**src/rtl/usbf_gnrl_pipe.sv**
```systemverilog
// -----------------------------------------------------------------------------
// usbf_gnrl_pipe
//
// Parametrised DEPTH-stage valid/ready register pipeline used to retime
// USB packet-engine and buffer-interface paths without losing data under
// backpressure. Bubbles collapse: a stage accepts a word whenever it is
// empty or its successor is accepting. A synchronous flush clears every
// valid bit, and a registered occupancy count is provided.
//
// Ports:
//   clk        rising-edge clock
//   rst        asynchronous active-high reset
//   flush      synchronous clear of all valid bits (data registers untouched)
//   in_valid   upstream word valid
//   in_data    upstream word (DW bits)
//   in_ready   pipeline accepts in_data this cycle
//   out_valid  last stage holds a word
//   out_data   data of the last stage
//   out_ready  downstream accepts out_data this cycle
//   count      number of valid stages, 0..DEPTH (CW bits)
//   empty      count == 0
//   full       count == DEPTH
// -----------------------------------------------------------------------------
module usbf_gnrl_pipe #(
    parameter int            DW        = 32,
    parameter int            DEPTH     = 2,
    parameter logic [DW-1:0] RESET_VAL = {DW{1'b0}},
    localparam int           CW        = $clog2(DEPTH + 1)
) (
    input  logic          clk,
    input  logic          rst,
    input  logic          flush,
    input  logic          in_valid,
    input  logic [DW-1:0] in_data,
    output logic          in_ready,
    output logic          out_valid,
    output logic [DW-1:0] out_data,
    input  logic          out_ready,
    output logic [CW-1:0] count,
    output logic          empty,
    output logic          full
);

    if (DEPTH < 1) begin : g_depth_chk
        $error("usbf_gnrl_pipe: DEPTH must be at least 1");
    end

    logic [DEPTH-1:0] r_vld;
    logic [DW-1:0]    r_dat [DEPTH];
    logic [CW-1:0]    r_count;

    logic [DEPTH-1:0] w_adv;
    logic [DEPTH-1:0] w_src_vld;
    logic [DW-1:0]    w_src_dat [DEPTH];
    logic [DEPTH-1:0] w_vld_nxt;
    logic [DEPTH-1:0] w_load;
    logic [CW-1:0]    w_count_nxt;

    // Each stage is fed by its predecessor; stage 0 is fed by the input port.
    assign w_src_vld[0] = in_valid;
    assign w_src_dat[0] = in_data;

    for (genvar gi = 1; gi < DEPTH; gi++) begin : g_src
        assign w_src_vld[gi] = r_vld[gi-1];
        assign w_src_dat[gi] = r_dat[gi-1];
    end

    // Advance chain walks from the output back to the input, so a bubble
    // anywhere downstream lets every stage above it move.
    always_comb begin
        logic w_a;
        w_a = out_ready;
        for (int i = DEPTH - 1; i >= 0; i--) begin
            w_a      = !r_vld[i] | w_a;
            w_adv[i] = w_a;
        end
    end

    // Next-state valid bits, data load enables and occupancy.
    // Data only loads a real word, so bubbles never disturb the registers
    // and in_data is ignored while in_valid is low.
    always_comb begin
        w_vld_nxt   = '0;
        w_load      = '0;
        w_count_nxt = '0;
        for (int i = 0; i < DEPTH; i++) begin
            if (flush) begin
                w_vld_nxt[i] = 1'b0;
            end else if (w_adv[i]) begin
                w_vld_nxt[i] = w_src_vld[i];
            end else begin
                w_vld_nxt[i] = r_vld[i];
            end
            w_load[i]   = !flush & w_adv[i] & w_src_vld[i];
            w_count_nxt = w_count_nxt + CW'(w_vld_nxt[i]);
        end
    end

    always_ff @(posedge clk or posedge rst) begin
        if (rst) begin
            r_vld   <= '0;
            r_count <= '0;
            for (int i = 0; i < DEPTH; i++) begin
                r_dat[i] <= RESET_VAL;
            end
        end else begin
            r_vld   <= w_vld_nxt;
            r_count <= w_count_nxt;
            for (int i = 0; i < DEPTH; i++) begin
                if (w_load[i]) begin
                    r_dat[i] <= w_src_dat[i];
                end
            end
        end
    end

    assign in_ready  = w_adv[0] & !flush;
    assign out_valid = r_vld[DEPTH-1];
    assign out_data  = r_dat[DEPTH-1];
    assign count     = r_count;
    assign empty     = (r_count == '0);
    assign full      = (r_count == CW'(DEPTH));

endmodule

```
**config.mk**
```make
export PLATFORM = sky130hd
export DESIGN_NAME = usbf_gnrl_pipe
export DESIGN_NICKNAME = d
export VERILOG_FILES = /design/src/rtl/usbf_gnrl_pipe.sv
export SDC_FILE = /design/constraint.sdc
export NUM_CORES = 1
export LEC_CHECK = 0
export CAP_MARGIN = 40
export CORE_ASPECT_RATIO = 2
export CORE_MARGIN = 2
export CORE_UTILIZATION = 49
export CTS_CLUSTER_SIZE = 25
export DETAILED_ROUTE_END_ITERATION = 8
export PLACE_DENSITY = 0.8
export SYNTH_ARGS = -nofsm -noshare
export SYNTH_HDL_FRONTEND = slang
export SYNTH_SLANG_ARGS = --single-unit
```
**constraint.sdc**
```tcl
create_clock -name clk -period 2.7 [get_ports clk]
set_input_delay 0.54 -clock clk [delete_from_list [all_inputs] [get_ports clk]]
set_output_delay 0.54 -clock clk [all_outputs]
set_load 0.1 [all_outputs]
```
## After elaboration in Yosys (flattened, before gate mapping)

Cells that the tools add are included.

- Bitwise gates (word level): 6
- Muxes and demuxes: 4
- Equality and inequality tests: 1
- $add $sub $neg: 1
- Reductions and logical operators: 4

Operator list:

| kind | number |
|---|---|
| AND 1 bit | 4 |
| two-way mux 1 bit | 4 |
| zero test 1 bit | 3 |
| adder 1 x 1 -> 2 bit | 1 |
| == test 2 bit (second input constant) | 1 |
| zero test 2 bit | 1 |
| OR 1 bit | 2 |

- Output and inout bits: 38
- Input port bits: 37
- Flip-flop bits (word level): 68

## Depth between registers and ports, before layout

Gate-level depths: netlist of the first run.

- Word-level depth: 6
- Depth in mapped cells: 5
- Depth with buffers taken out: 4

## Worst setup path after synthesis of the first run

OpenSTA, ideal clock, no wires.

- Path type: register to output
- Start point: reg r_count[1] (netlist: count[1])
- End point: out full
- Arrival time: 2362 ps
- Stages on the path, launching flop included: 2
- Slack: -202 ps
- Path buffers: 0
- Data required time: 2160 ps
- Path through: dfrtp_1 -> nor2b_1

- Longest elaborated chain between the ends: 1

Ends and longest elaborated chain:

| item | RTL line | RTL |
|---|---|---|
| from (decl) | 50 | `logic [CW-1:0] r_count;` |
| from (signal assigned) | 108 | `r_count <= w_count_nxt;` |
| == test 2 bit | 122 | `assign full = (r_count == CW'(DEPTH));` |
| to (decl) | 41 | `output logic full` |

No other way between the ends.

## Worst setup path after layout of the first run

- Start point: in out_ready
- End point: out in_ready

- Longest elaborated chain between the ends: 3

Ends and longest elaborated chain:

| item | RTL line | RTL |
|---|---|---|
| from (decl) | 38 | `input logic out_ready,` |
| OR 1 bit (2 in series) | 74 | `w_a = !r_vld[i] \| w_a;` |
| AND 1 bit | 117 | `assign in_ready = w_adv[0] & !flush;` |
| to (decl) | 35 | `output logic in_ready,` |

No other way between the ends.

==> run summary, run 1 <==
status - finished, violations left
failing checks - DRC
average wire per standard cell - 15.5 um
sequential share of the synthesized area - 0.578
gp weighted congestion - 0.684
pre-CTS WS - 334 ps
crit end category - primary output
VDD IR max - 0.000632 V
width of the die - 58.8 um
setup violators final - 0
GRT overflow - 0
Clock Sinks - 68
Bufs on Longest Clock Path - 2
vias in the first global route - 1601
minimum clock period - 2090 ps
post-synthesis adder-cell area fraction - 0.00425
Peak Freq - 0.479 GHz
Critical Path Fanout Max - 3
Synthesis Warnings - 0
antenna cells - 0
Pwr Total - 4.34 mW
setup TNS - 0 ps
Core ar. - 0.00591 mm^2
Synth Area in Simple Gates - 0.0225
library cells used by synthesis - 15
cell area power density - 1160 mW/mm^2
worst setup path category - in2out
number of I/O pins - 75
Worst-path clk slew - 50 ps
initial DRC count - 43
post-synth design cell area - 0.00294 mm^2
H-tree levels - 3
largest area contributor in the netlist - dfrtp_1
Worst Setup Start Kind - input pin
number of max-cap violations - 0
CTS tree - done
worst skew pair latency - 320 ps
Inserted Clock Buffers - 9
Finished Core Util - 0.634
Layout Cells excl Fill - 301
Port Buffers - 74
Compound-Gate Fraction of Synth Area - 0
initial antenna violation count - 0
Avg Cell Area, Syn - 16.0 um^2
worst r2r src - r_vld[0]
nets - 271
worst r2r dst - r_dat[50]
DRC viols - 6
via count - 1488
Max Slew Vio Count - 0
unrepaired setup endpoints after global routing - false
clock skew - 5.13 ps
Least-Margin Pin Slew - 486 ps
Final ANT Viol Nets - 0
top cells by area, synth - dfrtp_1, mux2_4, mux2_2
R2R cell count - 4
Initial Util - 0.499
number of post-CTS setup repair buffers - 0
Syn Nets - 222
xor and xnor area share after synthesis - 0
Synth Instances - 184
pin count of the biggest net entering global routing - 48
Placed Instances - 285
row cnt - 40
leakage dissipation - 1.76 nW
CP required - 2160 ps
multiplexer share of the synthesized area - 0.283
Total Die Area - 0.00668 mm^2
Yosys reg bits - 68
period utilization - 0.773
Hold Path Class - reg2reg
share of layout cells above drive strength 1 - 0.525
worst setup slack after layout - 612 ps
Fillers - 456
FF-to-FF setup slack - 950 ps
CTS resizes - 0
drt pass-1 iters - 6
first-pass GRT wire length - 7.74 mm
vias per cell - 4.94
endpoints failing hold - 0
largest family of logic cells by synthesized area - multiplexers
detailed-route wire length - 4.67 mm
CTS Root Cell - clkbuf_16
# hold bufs at CTS - 0
Yosys top cell area share - 0.578
CP endpoint - in_ready
max_slew headroom - 0.676
Syn-to-layout area delta - 27.2%
worst path arrival time - 1550 ps
DIE HEIGHT - 114 um
total track usage - 0.157
Worst Setup SP - out_ready
Detailed Place HPWL - 3.04 mm
## worst min path at each step
stage / start / end / cells after the start
floorplan: r_dat[61] / r_dat[61] / 1
global placement: r_dat[58] / out_data[26] / 1
detailed placement: r_dat[58] / r_dat[58] / 1
CTS: r_dat[44] / r_dat[44] / 1
global route: r_dat[61] / out_data[29] / 1
finish: r_dat[44] / out_data[12] / 1
## critical path, cell delays in order
cell	delay, ps
clkdlybuf4s50_1	460
and3b_1	210
nor2_2	140
buf_12	190
## power breakdown
| part | internal, mW | leakage (nW) | switching, mW | total (mW) |
|---|---|---|---|---|
| clock | 0.807 | 0.149 | 0.406 | 1.21 |
| sequential | 1.24 | 0.810 | 0.119 | 1.36 |
| combinational | 0.460 | 0.806 | 1.31 | 1.77 |
| total | 2.51 | 1.76 | 1.83 | 4.34 |
## flip-flops by register name, indices dropped and copies added, names as in the netlist
register  flops
r_dat        32
out_data     32
count         2
r_vld         2
## synth_stat cells (all sizes together)
cell type  count
dfrtp         68
mux2          64
buf           39
nor2           6
and2b          1
and3b          1
ha             1
inv            1
nor2b          1
nor3b          1
or3b           1
## logic make-up after synthesis
logic type	count (synthesis)
adders and majority gates	1
buffers and inverters	40
DFF	68
muxes	64
and+or+nand+nor	11
## stage by stage
stage	hold WS, ps	area [um^2]
final	505	3740
after global routing	516	3740
after CTS	506	3740
after detailed placement	490	3430
after global placement	484	3430
after floorplan	474	2950
## final cells by class
cell class,count,area [um^2],area share
clock buffer,10,229,0.0612
multi-input combinational,76,923,0.247
clock inverter,6,88.8,0.0237
tap,63,78.8,0.0211
timing repair buffer,77,718,0.192
sequential,68,1700,0.455
inverter,1,3.75,0.00100
## metal layers
layer / share of wire / GRT usage / vias to the layer above
met4: 0.020 / 0.0727 / 0
met5: 0 / 0 / -
met3: 0.097 / 0.0601 / 7
met1: 0.41 / 0.203 / 726
met2: 0.47 / 0.229 / 65
li1: - / - / 690
## cells in the final DEF (no fill, tap or decap)
master and count:
and3b_1 1, inv_2 1, and2b_1 1, clkinv_4 1, bufinv_16 2, nor2_1 5, dfrtp_1 68, clkbuf_16 9
or3b_2 1, buf_4 37, buf_12 4, clkinv_2 1, clkbuf_1 1, ha_1 1, nor2_2 1, mux2_2 34
nor2b_2 1, clkdlybuf4s50_1 36, nor3b_4 1, clkinvlp_4 2, mux2_4 30
No activity file was read; power rests on OpenSTA's default activity.
==> inputs of run 2 (changes only) <==
--- a/config.mk
+++ b/config.mk
@@ -8,10 +8,10 @@
 export CAP_MARGIN = 40
 export CORE_ASPECT_RATIO = 2
 export CORE_MARGIN = 2
-export CORE_UTILIZATION = 49
+export CORE_UTILIZATION = 44
 export CTS_CLUSTER_SIZE = 25
 export DETAILED_ROUTE_END_ITERATION = 8
-export PLACE_DENSITY = 0.8
+export PLACE_DENSITY = 0.76
 export SYNTH_ARGS = -nofsm -noshare
 export SYNTH_HDL_FRONTEND = slang
 export SYNTH_SLANG_ARGS = --single-unit
==> constraint.sdc (replaced) <==
create_clock -name clk -period 1.7 [get_ports clk]
set_input_delay 0.34 -clock clk [delete_from_list [all_inputs] [get_ports clk]]
set_output_delay 0.34 -clock clk [all_outputs]
set_load 0.1 [all_outputs]
==> run summary, run 2 (synthesis results as in run 1) <==
status - finished, violations left
failing checks - setup timing
via count - 1525 (+2.5%)
H-tree levels - 3 (unchanged)
drt pass-1 iters - 4 (-2)
met3 usage - 0.0571 (-0.00298)
Buf/Inv on CP - 1 (-1)
Hold Path Class - in2async
crit end category - flip-flop
Syn-to-layout area delta - 47.8%
average wire per standard cell - 16.0 um (+3.3%)
initial antenna violation count - 0 (unchanged)
antenna cells - 0 (unchanged)
period utilization - 1.01
R2R cell count - 4 (unchanged)
row cnt - 42 (+5.0%)
slowest CP cell - dfrtp_4
CTS Root Cell - clkbuf_16
Final ANT Viol Nets - 0 (unchanged)
share of layout cells above drive strength 1 - 0.556 (+0.0303)
Initial Util - 0.448 (-0.0503)
GRT overflow - 0 (unchanged)
Core ar. - 0.00657 mm^2 (+11%)
Inserted Clock Buffers - 9 (unchanged)
crit-path max cell delay - 470 ps (about the same)
setup TNS - -324 ps (-324 ps)
# hold bufs at CTS - 0 (unchanged)
Final Cell Area - 0.00435 mm^2 (+16%)
Worst-path clk slew - 50 ps (about the same)
Bufs on Longest Clock Path - 2 (unchanged)
cell area power density - 1720 mW/mm^2 (+48%)
met2 global-route usage - 0.267 (+0.0382)
pre-CTS WS - -440 ps (-774 ps)
setup violators final - 23 (+23)
Max Slew Vio Count - 0 (unchanged)
unrepaired setup endpoints after global routing - true
worst r2r src - r_vld[1]
max_slew headroom - 0.766 (+0.0902)
vias in the first global route - 1691 (+5.6%)
DRC viols - 0 (-6)
clock skew - 3.92 ps (-1.22 ps)
endpoints failing hold - 0 (unchanged)
Critical Path Fanout Max - 16 (+13)
CP required - 1900 ps (-260 ps)
Port Buffers - 74 (unchanged)
first-pass GRT wire length - 8.55 mm (+10%)
commonest non-fill, non-tap cell in the layout - dfrtp_1
worst-path cell chain - and3b_1 > or3b_4 > buf_12 > mux2_4
vias per cell - 4.61 (-6.8%)
initial DRC count - 47 (+9.3%)
Worst path top cell family by delay - simple AND/OR/NAND/NOR gates
number of I/O pins - 75 (unchanged)
width of the die - 61.8 um (+5.2%)
gp weighted congestion - 0.716 (+4.7%)
leakage dissipation - 1.98 nW (+12%)
Placed Area - 0.00402 mm^2 (+17%)
minimum clock period - 1720 ps
number of max-cap violations - 0 (unchanged)
Detailed Place HPWL - 3.53 mm (+16%)
total track usage - 0.163 (+0.00601)
worst setup slack after layout - -18.4 ps (-630 ps)
worst r2r dst - r_dat[32]
pin count of the biggest net entering global routing - 69 (+44%)
DIE HEIGHT - 120 um (+5.3%)
Critical Path Stages - 4 (unchanged)
Worst Setup SP - r_vld[1]
Peak Freq - 0.582 GHz
Total Die Area - 0.00740 mm^2 (+11%)
VDD IR max - 0.000827 V (+31%)
Least-Margin Pin Slew - 351 ps (-135 ps)
FF-to-FF setup slack - -20 ps (-970 ps)
worst skew pair latency - 320 ps (about the same)
GRT busiest layer - met2
Clock Sinks - 68 (unchanged)
Worst Setup Start Kind - flip-flop
nets - 278 (+2.6%)
commonest non-fill, non-tap cells in the layout - dfrtp_1, buf_12, mux2_4, clkdlybuf4s50_1, mux2_2
met1 usage - 0.184 (-0.0197)
CTS tree - done
Pwr Total - 7.47 mW (+72%)
detailed-route wire length - 5.30 mm (+14%)
worst path arrival time - 1920 ps (+370 ps)
worst setup path category - reg2reg
[run 2: final cells by class]
type / instances / area [um^2]
timing repair buffer: 84 / 1290
clock buffer: 12 / 267
clock inverter: 2 / 10.0
sequential: 68 / 1710
tap: 88 / 110
fill: 476 / 2220
inverter: 1 / 7.51
multi-input combinational: 76 / 962
[run 2: repair_timing]
action,in CTS,in global routing
pin swaps,1,2
resized for setup,4,0
setup buffers,0,0
setup endpoints to repair,33,34
cloned,1,1
[run 2: where the power goes]
part	leakage [nW]	switching, mW	total [mW]	internal, mW
combinational	1.04	2.09	3.48	1.38
sequential	0.805	0.324	2.30	1.98
clock	0.140	0.608	1.69	1.08
[run 2: how the worst max path moves through the flow]
stage                endpoint  slack (ps)
global route         in_ready         -70
detailed placement  r_dat[45]        -440
floorplan           r_dat[32]        -220
finish              r_dat[32]         -20
global placement    r_dat[33]        -420
CTS                  in_ready         -40
[run 2: worst reg2reg max path: cells and delay by family, from the launching register on]
| kind | cells | cell delay [ps] |
|---|---|---|
| and+or+nand+nor | 2 | 630 |
| DFF | 1 | 470 |
| muxes | 1 | 310 |
| buffers and inverters | 1 | 190 |
[run 2: routing by layer]
layer,share of wire,vias up
met2,0.56,44
met5,0,-
met1,0.38,773
met3,0.035,7
met4,0.021,0
li1,-,701
[run 2: per-stage QoR]
| stage | cells | utilization | hold WS, ps |
|---|---|---|---|
| CTS | 330 | 0.658 | 479 |
| floorplan | 184 | - | 417 |
| finish | 331 | 0.662 | 467 |
| detailed placement | 315 | 0.611 | 488 |
| global route | 331 | 0.662 | 509 |
| global placement | 315 | 0.611 | 481 |
